$ cat config.mk
export PLATFORM = sky130hd
export DESIGN_NAME = as_bus_master_flat
export DESIGN_NICKNAME = d
export VERILOG_FILES = /design/src/rtl/as_bus_master_if.sv /design/src/rtl/as_bus_master.sv /design/src/flat_wrapper.sv
export SDC_FILE = /design/constraint.sdc
export NUM_CORES = 1
export LEC_CHECK = 0
export CAP_MARGIN = 20
export CELL_PAD_IN_SITES_DETAIL_PLACEMENT = 1
export CELL_PAD_IN_SITES_GLOBAL_PLACEMENT = 2
export CORE_MARGIN = 2
export CORE_UTILIZATION = 35
export CTS_CLUSTER_DIAMETER = 150
export DETAILED_ROUTE_END_ITERATION = 12
export DONT_BUFFER_PORTS = 1
export PLACE_DENSITY = 0.73
export SYNTH_ARGS = -nofsm -noshare
export SYNTH_HDL_FRONTEND = slang
export SYNTH_SLANG_ARGS = --single-unit
$ cat constraint.sdc
create_clock -name clk -period 3 [get_ports clk]
set_input_delay 0.6 -clock clk [delete_from_list [all_inputs] [get_ports clk]]
set_output_delay 0.6 -clock clk [all_outputs]
set_load 0.02 [all_outputs]
$ cat src/rtl/as_bus_master_if.sv
// Byte-stream (i2c_slave side) and Wishbone-style bus signals of as_bus_master.
// The master modport is the command sequencer; the slave modport is its environment.
interface as_bus_master_if;
  logic [7:0]  as_data_i;
  logic        as_dstrb_i;
  logic [7:0]  as_data_o;
  logic        as_dstrb_o;
  logic        as_busy_i;
  logic        wb_cyc_o;
  logic        wb_stb_o;
  logic        wb_we_o;
  logic [15:0] wb_adr_o;
  logic [15:0] wb_dat_o;
  logic [15:0] wb_dat_i;
  logic        wb_ack_i;

  modport master (
    input  as_data_i, as_dstrb_i, as_busy_i, wb_dat_i, wb_ack_i,
    output as_data_o, as_dstrb_o, wb_cyc_o, wb_stb_o, wb_we_o, wb_adr_o, wb_dat_o
  );

  modport slave (
    output as_data_i, as_dstrb_i, as_busy_i, wb_dat_i, wb_ack_i,
    input  as_data_o, as_dstrb_o, wb_cyc_o, wb_stb_o, wb_we_o, wb_adr_o, wb_dat_o
  );
endinterface

$ cat src/rtl/as_bus_master.sv
// Command sequencer: turns I2C byte commands into single 16-bit bus reads/writes
// and streams a status (plus read data) reply back through the I2C slave.
module as_bus_master #(
  parameter int BUS_TIMEOUT  = 1000,
  parameter int BYTE_TIMEOUT = 400000
) (
  input  logic            clk,
  input  logic            reset,
  as_bus_master_if.master bus,
  output logic            drop_o,
  output logic            timeout_o
);
  localparam int BUS_W  = $clog2(BUS_TIMEOUT + 1);
  localparam int BYTE_W = $clog2(BYTE_TIMEOUT + 1);
  localparam logic [BUS_W-1:0]  BUS_LAST  = BUS_W'(BUS_TIMEOUT - 1);
  localparam logic [BYTE_W-1:0] BYTE_LAST = BYTE_W'(BYTE_TIMEOUT - 1);

  typedef enum logic [2:0] {IDLE, CMD, ADH, ADL, DH, DL, BUS, RESP} state_t;

  state_t            state_reg, state_next;
  logic              we_reg, we_next;
  logic [15:0]       adr_reg, adr_next;
  logic [15:0]       wdat_reg, wdat_next;
  logic [15:0]       rdat_reg, rdat_next;
  logic [7:0]        status_reg, status_next;
  logic              cyc_reg, cyc_next;
  logic [BYTE_W-1:0] byte_cnt_reg, byte_cnt_next;
  logic [BUS_W-1:0]  bus_cnt_reg, bus_cnt_next;
  logic [1:0]        idx_reg, idx_next;
  logic              busy_seen_reg, busy_seen_next;
  logic [7:0]        tx_data_reg, tx_data_next;
  logic              tx_stb_reg, tx_stb_next;
  logic              drop_reg, drop_next;
  logic              timeout_reg, timeout_next;

  logic              go_bus, go_resp;
  logic [1:0]        reply_len;
  logic [7:0]        reply_byte;

  always_ff @(posedge clk) begin
    if (reset) begin
      state_reg     <= IDLE;
      we_reg        <= 1'b0;
      adr_reg       <= '0;
      wdat_reg      <= '0;
      rdat_reg      <= '0;
      status_reg    <= '0;
      cyc_reg       <= 1'b0;
      byte_cnt_reg  <= '0;
      bus_cnt_reg   <= '0;
      idx_reg       <= '0;
      busy_seen_reg <= 1'b0;
      tx_data_reg   <= '0;
      tx_stb_reg    <= 1'b0;
      drop_reg      <= 1'b0;
      timeout_reg   <= 1'b0;
    end else begin
      state_reg     <= state_next;
      we_reg        <= we_next;
      adr_reg       <= adr_next;
      wdat_reg      <= wdat_next;
      rdat_reg      <= rdat_next;
      status_reg    <= status_next;
      cyc_reg       <= cyc_next;
      byte_cnt_reg  <= byte_cnt_next;
      bus_cnt_reg   <= bus_cnt_next;
      idx_reg       <= idx_next;
      busy_seen_reg <= busy_seen_next;
      tx_data_reg   <= tx_data_next;
      tx_stb_reg    <= tx_stb_next;
      drop_reg      <= drop_next;
      timeout_reg   <= timeout_next;
    end
  end

  always_comb begin
    state_next     = state_reg;
    we_next        = we_reg;
    adr_next       = adr_reg;
    wdat_next      = wdat_reg;
    rdat_next      = rdat_reg;
    status_next    = status_reg;
    cyc_next       = cyc_reg;
    byte_cnt_next  = byte_cnt_reg;
    bus_cnt_next   = bus_cnt_reg;
    idx_next       = idx_reg;
    busy_seen_next = busy_seen_reg;
    tx_data_next   = tx_data_reg;
    tx_stb_next    = 1'b0;
    drop_next      = 1'b0;
    timeout_next   = 1'b0;
    go_bus         = 1'b0;
    go_resp        = 1'b0;
    reply_len      = we_reg ? 2'd1 : 2'd3;

    case (idx_reg)
      2'd0:    reply_byte = status_reg;
      2'd1:    reply_byte = rdat_reg[15:8];
      default: reply_byte = rdat_reg[7:0];
    endcase

    case (state_reg)
      IDLE: begin
        if (bus.as_dstrb_i) begin
          if (bus.as_data_i == 8'h01 || bus.as_data_i == 8'h02) begin
            we_next       = (bus.as_data_i == 8'h01);
            state_next    = CMD;
            byte_cnt_next = '0;
          end else begin
            drop_next = 1'b1;
          end
        end
      end
      CMD, ADH, ADL, DH: begin
        // A read is complete once ADL is in; a write still waits for DH/DL.
        if (state_reg == ADL && !we_reg) begin
          go_bus    = 1'b1;
          drop_next = bus.as_dstrb_i;
        end else if (byte_cnt_reg == BYTE_LAST) begin
          timeout_next = 1'b1;
          state_next   = IDLE;
          drop_next    = bus.as_dstrb_i;
        end else if (bus.as_dstrb_i) begin
          byte_cnt_next = '0;
          case (state_reg)
            CMD: begin
              adr_next[15:8] = bus.as_data_i;
              state_next     = ADH;
            end
            ADH: begin
              adr_next[7:0] = bus.as_data_i;
              state_next    = ADL;
            end
            ADL: begin
              wdat_next[15:8] = bus.as_data_i;
              state_next      = DH;
            end
            default: begin
              wdat_next[7:0] = bus.as_data_i;
              state_next     = DL;
            end
          endcase
        end else begin
          byte_cnt_next = byte_cnt_reg + BYTE_W'(1);
        end
      end
      DL: begin
        go_bus    = 1'b1;
        drop_next = bus.as_dstrb_i;
      end
      BUS: begin
        drop_next = bus.as_dstrb_i;
        if (bus.wb_ack_i) begin
          status_next = 8'h00;
          if (!we_reg) rdat_next = bus.wb_dat_i;
          go_resp = 1'b1;
        end else if (bus_cnt_reg == BUS_LAST) begin
          status_next  = 8'hEE;
          rdat_next    = 16'hEEEE;
          timeout_next = 1'b1;
          go_resp      = 1'b1;
        end else begin
          bus_cnt_next = bus_cnt_reg + BUS_W'(1);
        end
      end
      RESP: begin
        drop_next = bus.as_dstrb_i;
        // Each byte needs the slave to have shown busy since the previous one.
        if (idx_reg < reply_len) begin
          if (!bus.as_busy_i && busy_seen_reg) begin
            tx_stb_next    = 1'b1;
            tx_data_next   = reply_byte;
            idx_next       = idx_reg + 2'd1;
            busy_seen_next = 1'b0;
          end else if (bus.as_busy_i) begin
            busy_seen_next = 1'b1;
          end
        end else if (busy_seen_reg) begin
          state_next = IDLE;
        end else if (bus.as_busy_i) begin
          busy_seen_next = 1'b1;
        end
      end
      default: state_next = IDLE;
    endcase

    if (go_bus) begin
      state_next   = BUS;
      cyc_next     = 1'b1;
      bus_cnt_next = '0;
    end
    if (go_resp) begin
      state_next     = RESP;
      cyc_next       = 1'b0;
      idx_next       = '0;
      busy_seen_next = 1'b1;
    end
  end

  assign bus.wb_cyc_o   = cyc_reg;
  assign bus.wb_stb_o   = cyc_reg;
  assign bus.wb_we_o    = we_reg;
  assign bus.wb_adr_o   = adr_reg;
  assign bus.wb_dat_o   = wdat_reg;
  assign bus.as_data_o  = tx_data_reg;
  assign bus.as_dstrb_o = tx_stb_reg;
  assign drop_o         = drop_reg;
  assign timeout_o      = timeout_reg;
endmodule

$ cat src/flat_wrapper.sv
// flat-port wrapper written by rule: the top's interface ports become plain ports
module as_bus_master_flat 
#(
  parameter int BUS_TIMEOUT  = 1000,
  parameter int BYTE_TIMEOUT = 400000
)
  (clk, reset, drop_o, timeout_o, bus_as_data_i, bus_as_dstrb_i, bus_as_busy_i, bus_wb_dat_i, bus_wb_ack_i, bus_as_data_o, bus_as_dstrb_o, bus_wb_cyc_o, bus_wb_stb_o, bus_wb_we_o, bus_wb_adr_o, bus_wb_dat_o);
  as_bus_master_if bus_i ();
  input  logic clk;
  input  logic reset;
  output logic drop_o;
  output logic timeout_o;
  input wire logic [$bits(bus_i.as_data_i)-1:0] bus_as_data_i;
  input wire logic [$bits(bus_i.as_dstrb_i)-1:0] bus_as_dstrb_i;
  input wire logic [$bits(bus_i.as_busy_i)-1:0] bus_as_busy_i;
  input wire logic [$bits(bus_i.wb_dat_i)-1:0] bus_wb_dat_i;
  input wire logic [$bits(bus_i.wb_ack_i)-1:0] bus_wb_ack_i;
  output wire logic [$bits(bus_i.as_data_o)-1:0] bus_as_data_o;
  output wire logic [$bits(bus_i.as_dstrb_o)-1:0] bus_as_dstrb_o;
  output wire logic [$bits(bus_i.wb_cyc_o)-1:0] bus_wb_cyc_o;
  output wire logic [$bits(bus_i.wb_stb_o)-1:0] bus_wb_stb_o;
  output wire logic [$bits(bus_i.wb_we_o)-1:0] bus_wb_we_o;
  output wire logic [$bits(bus_i.wb_adr_o)-1:0] bus_wb_adr_o;
  output wire logic [$bits(bus_i.wb_dat_o)-1:0] bus_wb_dat_o;
  assign bus_i.as_data_i = bus_as_data_i;
  assign bus_i.as_dstrb_i = bus_as_dstrb_i;
  assign bus_i.as_busy_i = bus_as_busy_i;
  assign bus_i.wb_dat_i = bus_wb_dat_i;
  assign bus_i.wb_ack_i = bus_wb_ack_i;
  assign bus_as_data_o = bus_i.as_data_o;
  assign bus_as_dstrb_o = bus_i.as_dstrb_o;
  assign bus_wb_cyc_o = bus_i.wb_cyc_o;
  assign bus_wb_stb_o = bus_i.wb_stb_o;
  assign bus_wb_we_o = bus_i.wb_we_o;
  assign bus_wb_adr_o = bus_i.wb_adr_o;
  assign bus_wb_dat_o = bus_i.wb_dat_o;
  as_bus_master #(.BUS_TIMEOUT(BUS_TIMEOUT), .BYTE_TIMEOUT(BYTE_TIMEOUT)) u_core (.clk(clk), .reset(reset), .bus(bus_i), .drop_o(drop_o), .timeout_o(timeout_o));
endmodule
==> insert_results.sql, run 1 <==
INSERT INTO impl_metrics (metric_group, metric, value, unit) VALUES
('route', 'drtAntennaViolNets', '0', ''),
('pwr', 'leakage', '1.68', 'nW'),
('clock_tree', 'clkTransAtPathRegs', '0.07', 'ns'),
('pwr', 'share_of_total_power_in_sequential_cells', '43.1', '%'),
('placement', 'placement.io_buffers', '0', ''),
('worst_setup_path', 'reg2reg_from', 'u_core.byte_cnt_reg[6]$_SDFFE_PP0P_', ''),
('synth', 'netlist_area', '4620', 'sq um'),
('floorplan', 'die_height', '119', 'microns'),
('global_route', 'first_global_vias', '3814', ''),
('cells_and_area', 'final_area', '5080', 'sq um'),
('route', 'drt_first_pass_iters', '4', ''),
('timing', 'slew_headroom', '52.3', '%'),
('clock_tree', 'postCtsSetupBuffers', '0', ''),
('clock_tree', 'worstSkewPairLatency', '0.35', 'ns'),
('worst_setup_path', 'crit_slowest_cell', 'sky130_fd_sc_hd__or4b_4', ''),
('synth', 'synth_edf_count', '0', ''),
('global_route', 'all_layer_global_routing_usage', '17.1', '%'),
('worst_setup_path', 'critical_path.startpoint_type', 'register', ''),
('run_status', 'status', 'finished clean', ''),
('route', 'drc', '0', ''),
('synth', 'dominantRegCellSynth', 'sky130_fd_sc_hd__dfxtp_1', ''),
('synth', 'syn-num-nets', '547', ''),
('global_route', 'grt_antenna_before_repair', '0', ''),
('synth', 'synth_sequential_area_ratio', '42.0', '%'),
('synth', 'synth.top_cell.area_share', '42.0', '%'),
('cells_and_area', 'area_delta_synth_final', '10.0', '%'),
('timing', 'min_period', '2.37', 'ns'),
('floorplan', 'core.rowCount', '41', ''),
('timing', 'report.final.slew_viol_count', '0', ''),
('placement', 'placedInstanceArea', '4740', 'sq um'),
('timing', 'max_freq', '422', 'MHz'),
('pwr', 'clock_power_share', '39.1', '%'),
('worst_setup_path', 'maximum_single_stage_delay_on_the_critical_path', '0.51', 'ns'),
('synth', 'syn-mean-instance-area', '9.01', 'sq um'),
('synth', 'synthArstFlopShare', '0', '%'),
('pwr', 'total_switching_power', '1.03', 'mW'),
('clock_tree', 'tritoncts_clock_tree', 'yes', ''),
('route', 'via_per_inst', '5.61', ''),
('worst_setup_path', 'crit_path_end_kind', 'register', ''),
('pwr', 'pwr_density_cell', '679', 'nW/um^2'),
('floorplan', 'fp.dieW', '119', 'microns'),
('floorplan', 'placeable_core_area', '12800', 'sq um'),
('worst_hold_path', 'worstHoldStart', 'reset', ''),
('cells_and_area', 'antennaDiodeCount', '0', ''),
('worst_setup_path', 'critPathTopFamily', 'compound AO/OA/AOI/OAI gates', ''),
('clock_tree', 'hold_buffers', '0', ''),
('cells_and_area', 'largest_reg_flops', '19', ''),
('timing', 'setup_repair_after_global_routing_missed_its_margin', 'no', ''),
('clock_tree', 'clkSinkCount', '97', ''),
('global_route', 'globalRoute.totalOverflow', '0', ''),
('timing', 'final-setup-viol-count', '0', ''),
('worst_setup_path', 'critical_path.n_buffers_inverters', '1', ''),
('timing', 'clock-skew-final', '0.00736', 'ns'),
('clock_tree', 'htreeDepth', '3', ''),
('timing', 'fin_hold_viols', '0', ''),
('clock_tree', 'cts_inserted_buffers', '9', ''),
('clock_tree', 'ctsLongestPathBuffers', '2', ''),
('cells_and_area', 'ratio_of_cells_with_drive_above_1_in_the_final_layout', '9.11', '%'),
('timing', 'post-route-period-util', '78.9', '%'),
('synth', 'ys_warn_count', '0', ''),
('run', 'max-cap-violations', '0', ''),
('pwr', 'power.ir.vdd_worst', '0.000418', 'V'),
('pwr', 'p_int', '2.42', 'mW'),
('worst_setup_path', 'reg2reg_slack', '0.63', 'ns'),
('synth', 'synth_cells', '513', ''),
('floorplan', 'design.die.area', '14100', 'sq um'),
('clock_tree', 'cts_resized', '0', ''),
('placement', 'hpwl', '8220', 'microns'),
('worst_setup_path', 'worstPathMaxFanout', '35', ''),
('global_route', 'maximum_number_of_pins_on_one_net_before_global_route_repair', '87', ''),
('synth', 'synth_area_leaders', 'sky130_fd_sc_hd__dfxtp_1, sky130_fd_sc_hd__mux2i_1, sky130_fd_sc_hd__nor2_1', '');
worst max-delay path by stage:
stage                                           end  cells after the start
2_1_floorplan  u_core.byte_cnt_reg[11]$_SDFFE_PP0P_                      7
3_3_place_gp   u_core.byte_cnt_reg[16]$_SDFFE_PP0P_                      5
3_5_place_dp   u_core.byte_cnt_reg[14]$_SDFFE_PP0P_                      5
4_1_cts         u_core.byte_cnt_reg[1]$_SDFFE_PP0P_                      6
5_1_grt        u_core.byte_cnt_reg[12]$_SDFFE_PP0P_                      5
6_report        u_core.byte_cnt_reg[1]$_SDFFE_PP0P_                      6
power by group through the flow:
stage / logic (mW) / registers [mW] / clock network (mW)
floorplan: 0.584 / 1.47 / 0
global placement: 0.600 / 1.51 / 0
detailed placement: 0.617 / 1.52 / 0
CTS: 0.621 / 1.49 / 1.38
global route: 0.685 / 1.50 / 1.43
finish: 0.615 / 1.49 / 1.35
layout make-up:
type	count	area, sq um
Inverter	23	86.3
Clock inverter	4	98.8
Fill cell	1464	7690
Sequential cell	97	1940
Multi-Input combinational cell	358	2410
Tap cell	172	215
Timing Repair Buffer	11	82.6
Clock buffer	12	246
per-layer routing:
metal	vias up	track usage, %	share of wire, %
met2	74	28.0	47
met3	16	4.98	5.9
li1	1855	-	-
met5	-	0	0
met4	0	7.29	2.1
met1	1851	20.8	45
cell families (layout without fill, tap and decap cells):
group	Yosys count	in the layout	share of synthesized area, %
mux	39	39	8.45
fa+ha+maj	5	5	1.35
compound gates	109	109	18.7
buf+inv	58	50	6.01
simple gates	194	194	21.4
xor+xnor	11	11	2.08
flops	97	97	42.0
stage by stage:
step / utilization [%] / instances / total power [mW] / hold WS, ns
4_1_cts: 39.8 / 677 / 3.49 / 0.303
5_1_grt: 39.8 / 677 / 3.61 / 0.301
2_1_floorplan: - / 513 / 2.05 / 0.450
3_3_place_gp: 37.1 / 661 / 2.11 / 0.462
3_5_place_dp: 37.1 / 661 / 2.13 / 0.469
6_report: 39.8 / 677 / 3.45 / 0.315
cells in the final DEF, fill, tap and decap left out, types with 5 or more instances in the layout:
| master | Yosys | layout |
|---|---|---|
| sky130_fd_sc_hd__dfxtp_1 | 97 | 97 |
| sky130_fd_sc_hd__nor2_1 | 84 | 84 |
| sky130_fd_sc_hd__mux2i_1 | 39 | 39 |
| sky130_fd_sc_hd__inv_1 | 23 | 23 |
| sky130_fd_sc_hd__nand2_1 | 23 | 23 |
| sky130_fd_sc_hd__a211oi_1 | 23 | 23 |
| sky130_fd_sc_hd__nand3_1 | 16 | 16 |
| sky130_fd_sc_hd__o21ai_0 | 15 | 15 |
| sky130_fd_sc_hd__a311oi_1 | 13 | 13 |
| sky130_fd_sc_hd__nand4_1 | 11 | 11 |
| sky130_fd_sc_hd__buf_4 | 2 | 11 |
| sky130_fd_sc_hd__nor3_1 | 10 | 10 |
| sky130_fd_sc_hd__or3_1 | 9 | 9 |
| sky130_fd_sc_hd__o31ai_1 | 9 | 9 |
| sky130_fd_sc_hd__or4_1 | 9 | 9 |
| sky130_fd_sc_hd__a221oi_1 | 9 | 9 |
| sky130_fd_sc_hd__clkbuf_16 | 0 | 9 |
| sky130_fd_sc_hd__a21oi_1 | 8 | 8 |
| sky130_fd_sc_hd__xor2_1 | 7 | 7 |
| sky130_fd_sc_hd__a211oi_2 | 7 | 6 |
| sky130_fd_sc_hd__a31oi_1 | 5 | 5 |
| sky130_fd_sc_hd__and2_1 | 5 | 5 |
| sky130_fd_sc_hd__ha_1 | 5 | 5 |
worst register-to-register path, cell delays in order, from the launching register on:
cell and delay [ns]:
sky130_fd_sc_hd__dfxtp_1 0.48, sky130_fd_sc_hd__or4b_4 0.51, sky130_fd_sc_hd__nor4_4 0.22, sky130_fd_sc_hd__buf_4 0.26, sky130_fd_sc_hd__a31o_4 0.40, sky130_fd_sc_hd__o21ai_0 0.16, sky130_fd_sc_hd__a211oi_1 0.25
No activity file was read; power rests on OpenSTA's default activity.
==> inputs of run 2 (changes only) <==
clock period = 2.36 ns   (was 3 ns; I/O delays follow)
==> insert_results.sql, run 2 (synthesized netlist as in run 1, its figures left out) <==
INSERT INTO impl_metrics (metric_group, metric, value, unit) VALUES
('run_status', 'status', 'finished clean', ''),
('clock_tree', 'hold_buffers', '0', ''),
('cells_and_area', 'antennaDiodeCount', '0', ''),
('worst_setup_path', 'reg2reg_from', 'u_core.state_reg[2]$_SDFFE_PP0P_', ''),
('global_route', 'globalRoute.totalOverflow', '0', ''),
('pwr', 'leakage', '1.72', 'nW'),
('clock_tree', 'cts_inserted_buffers', '9', ''),
('cells_and_area', 'post_layout_nonfiller_instances', '689', ''),
('clock_tree', 'cts_resized', '0', ''),
('clock_tree', 'htreeDepth', '3', ''),
('cells_and_area', 'multi_input_gate_area', '2430', 'sq um'),
('timing', 'fin_hold_viols', '0', ''),
('global_route', 'grt_antenna_before_repair', '0', ''),
('placement', 'placement.io_buffers', '0', ''),
('route', 'drt_first_pass_iters', '4', ''),
('global_route', 'first_global_vias', '3933', ''),
('pwr', 'power.ir.vdd_worst', '0.000388', 'V'),
('timing', 'max_slew.worst_pin.slew', '0.957', 'ns'),
('global_route', 'maximum_number_of_pins_on_one_net_before_global_route_repair', '87', ''),
('timing', 'max_freq', '450', 'MHz'),
('timing', 'final-setup-viol-count', '0', ''),
('floorplan', 'floorplan.initialDensity', '36.2', '%'),
('floorplan', 'io-pin-count', '75', ''),
('timing', 'min_period', '2.22', 'ns'),
('route', 'drt_wl_total', '12400', 'microns'),
('cells_and_area', 'layout.area.seq', '1940', 'sq um'),
('cells_and_area', 'final_area', '5170', 'sq um'),
('timing', 'report.final.slew_viol_count', '0', ''),
('route', 'drtAntennaViolNets', '0', ''),
('timing', 'whs', '0.183', 'ns'),
('cells_and_area', 'ratio_of_cells_with_drive_above_1_in_the_final_layout', '12.0', '%'),
('floorplan', 'die_height', '119', 'microns'),
('worst_hold_path', 'timing.hold.worst_path_depth', '1', ''),
('clock_tree', 'worstSkewPairLatency', '0.36', 'ns'),
('worst_setup_path', 'regToRegEndpoint', 'u_core.byte_cnt_reg[14]$_SDFFE_PP0P_', ''),
('floorplan', 'placeable_core_area', '12800', 'sq um'),
('clock_tree', 'cts_root_buf', 'sky130_fd_sc_hd__clkbuf_16', ''),
('cells_and_area', 'largest_reg_flops', '19', ''),
('worst_setup_path', 'crit_start', 'u_core.state_reg[2]$_SDFFE_PP0P_', ''),
('worst_setup_path', 'critical_path.startpoint_type', 'register', ''),
('route', 'drc', '0', ''),
('timing', 'clock-skew-final', '0.00944', 'ns'),
('placement', 'placedInstanceArea', '4850', 'sq um'),
('pwr', 'pwr_density_cell', '830', 'nW/um^2'),
('floorplan', 'design.die.area', '14100', 'sq um'),
('worst_setup_path', 'timing.reg2reg.worst_path_depth', '5', ''),
('placement', 'globalplace.congestion', '0.780', ''),
('worst_setup_path', 'crit_path_dat', '2.49', 'ns'),
('placement', 'hpwl', '8350', 'microns'),
('cells_and_area', 'layout_common_cells', 'sky130_fd_sc_hd__dfxtp_1, sky130_fd_sc_hd__nor2_1, sky130_fd_sc_hd__mux2i_1', ''),
('clock_tree', 'clkSinkCount', '97', ''),
('worst_setup_path', 'worstPathMaxFanout', '17', ''),
('cells_and_area', 'num-nets-final', '546', ''),
('cells_and_area', 'filler_cell_count', '1458', ''),
('cells_and_area', 'area_delta_synth_final', '11.9', '%'),
('worst_hold_path', 'hold-path-endpoint', 'u_core.byte_cnt_reg[13]$_SDFFE_PP0P_', ''),
('worst_setup_path', 'worst_ep_required_time', '2.63', 'ns'),
('clock_tree', 'tritoncts_clock_tree', 'yes', ''),
('clock_tree', 'postCtsSetupBuffers', '0', ''),
('route', 'route.vias.total', '3847', ''),
('worst_setup_path', 'setup.worst_path.class', 'register to register', ''),
('cells_and_area', 'layout_commonest_cell', 'sky130_fd_sc_hd__dfxtp_1', ''),
('timing', 'totalNegativeSetupSlack', '0', 'ns'),
('global_route', 'all_layer_global_routing_usage', '17.7', '%'),
('worst_hold_path', 'worstHoldStart', 'reset', ''),
('worst_setup_path', 'crit_path_end_kind', 'register', ''),
('route', 'via_per_inst', '5.58', ''),
('placement', 'place.detailed.instances', '672', ''),
('run', 'max-cap-violations', '0', ''),
('clock_tree', 'ctsLongestPathBuffers', '2', ''),
('timing', 'slew_headroom', '36.1', '%'),
('worst_setup_path', 'reg2reg_slack', '0.14', 'ns'),
('global_route', 'global_route_wire_length_before_repair', '20100', 'microns'),
('worst_hold_path', 'worstHoldPathType', 'input pin to register', ''),
('route', 'drt_first_iter_violations', '159', ''),
('floorplan', 'fp.dieW', '119', 'microns'),
('floorplan', 'core.rowCount', '41', ''),
('clock_tree', 'clkTransAtPathRegs', '0.07', 'ns'),
('route', 'post_drt_wl_per_cell', '18.0', 'microns'),
('timing', 'post-route-period-util', '94.2', '%');
[run 2: stage by stage]
stage                     power, mW  utilization [%]  worst slack, ns
after floorplan                2.61                -            0.193
after global placement         2.73             37.9           0.0761
after detailed placement       2.76             37.9           0.0309
after CTS                      4.30             40.3           0.0395
after global routing           4.49             40.5          -0.0167
final                          4.29             40.5            0.136
[run 2: layer usage]
metal  vias to the layer above  global-route usage [%]  part of all wire [%]
li1                       1885                       -                     -
met1                      1871                    21.5                    45
met2                        74                    29.4                    48
met3                        17                    4.93                   5.3
met4                         0                    7.07                   2.0
met5                         -                       0                     0
[run 2: power by group]
part           internal (mW)  leakage, nW  switching, mW  total, mW
Clock                  0.853        0.141          0.674       1.53
Combinational          0.330        0.797          0.570      0.900
Sequential              1.73        0.783          0.138       1.86
[run 2: how the worst max path moves through the flow]
stage	to	slack [ns]
floorplan	u_core.byte_cnt_reg[11]$_SDFFE_PP0P_	0.19
global placement	u_core.byte_cnt_reg[16]$_SDFFE_PP0P_	0.08
detailed placement	u_core.byte_cnt_reg[14]$_SDFFE_PP0P_	0.03
CTS	u_core.byte_cnt_reg[3]$_SDFFE_PP0P_	0.04
global route	u_core.byte_cnt_reg[8]$_SDFFE_PP0P_	-0.02
finish	u_core.byte_cnt_reg[14]$_SDFFE_PP0P_	0.14
[run 2: area by class of cell]
cell class | count | share of cell area (%)
clock inverters | 6 | 1.28
flip-flops and latches | 97 | 37.6
repair buffers | 22 | 3.68
clock buffers | 10 | 4.62
multi-input cells | 359 | 47.0
inverters | 23 | 1.67
well taps | 172 | 4.16
[run 2: critical path, stage by stage (launching register included)]
cell                       delay (ns)
sky130_fd_sc_hd__dfxtp_1         0.46
sky130_fd_sc_hd__or3_1           0.30
sky130_fd_sc_hd__a41oi_1         0.17
sky130_fd_sc_hd__a31o_2          0.44
sky130_fd_sc_hd__or4_1           0.53
sky130_fd_sc_hd__a211oi_1        0.23
==> inputs of run 3 (changes only) <==
TNS_END_PERCENT = 1   (was default)
==> results of run 3 <==
Final layout, timing and power as in run 2 (identical DEF).
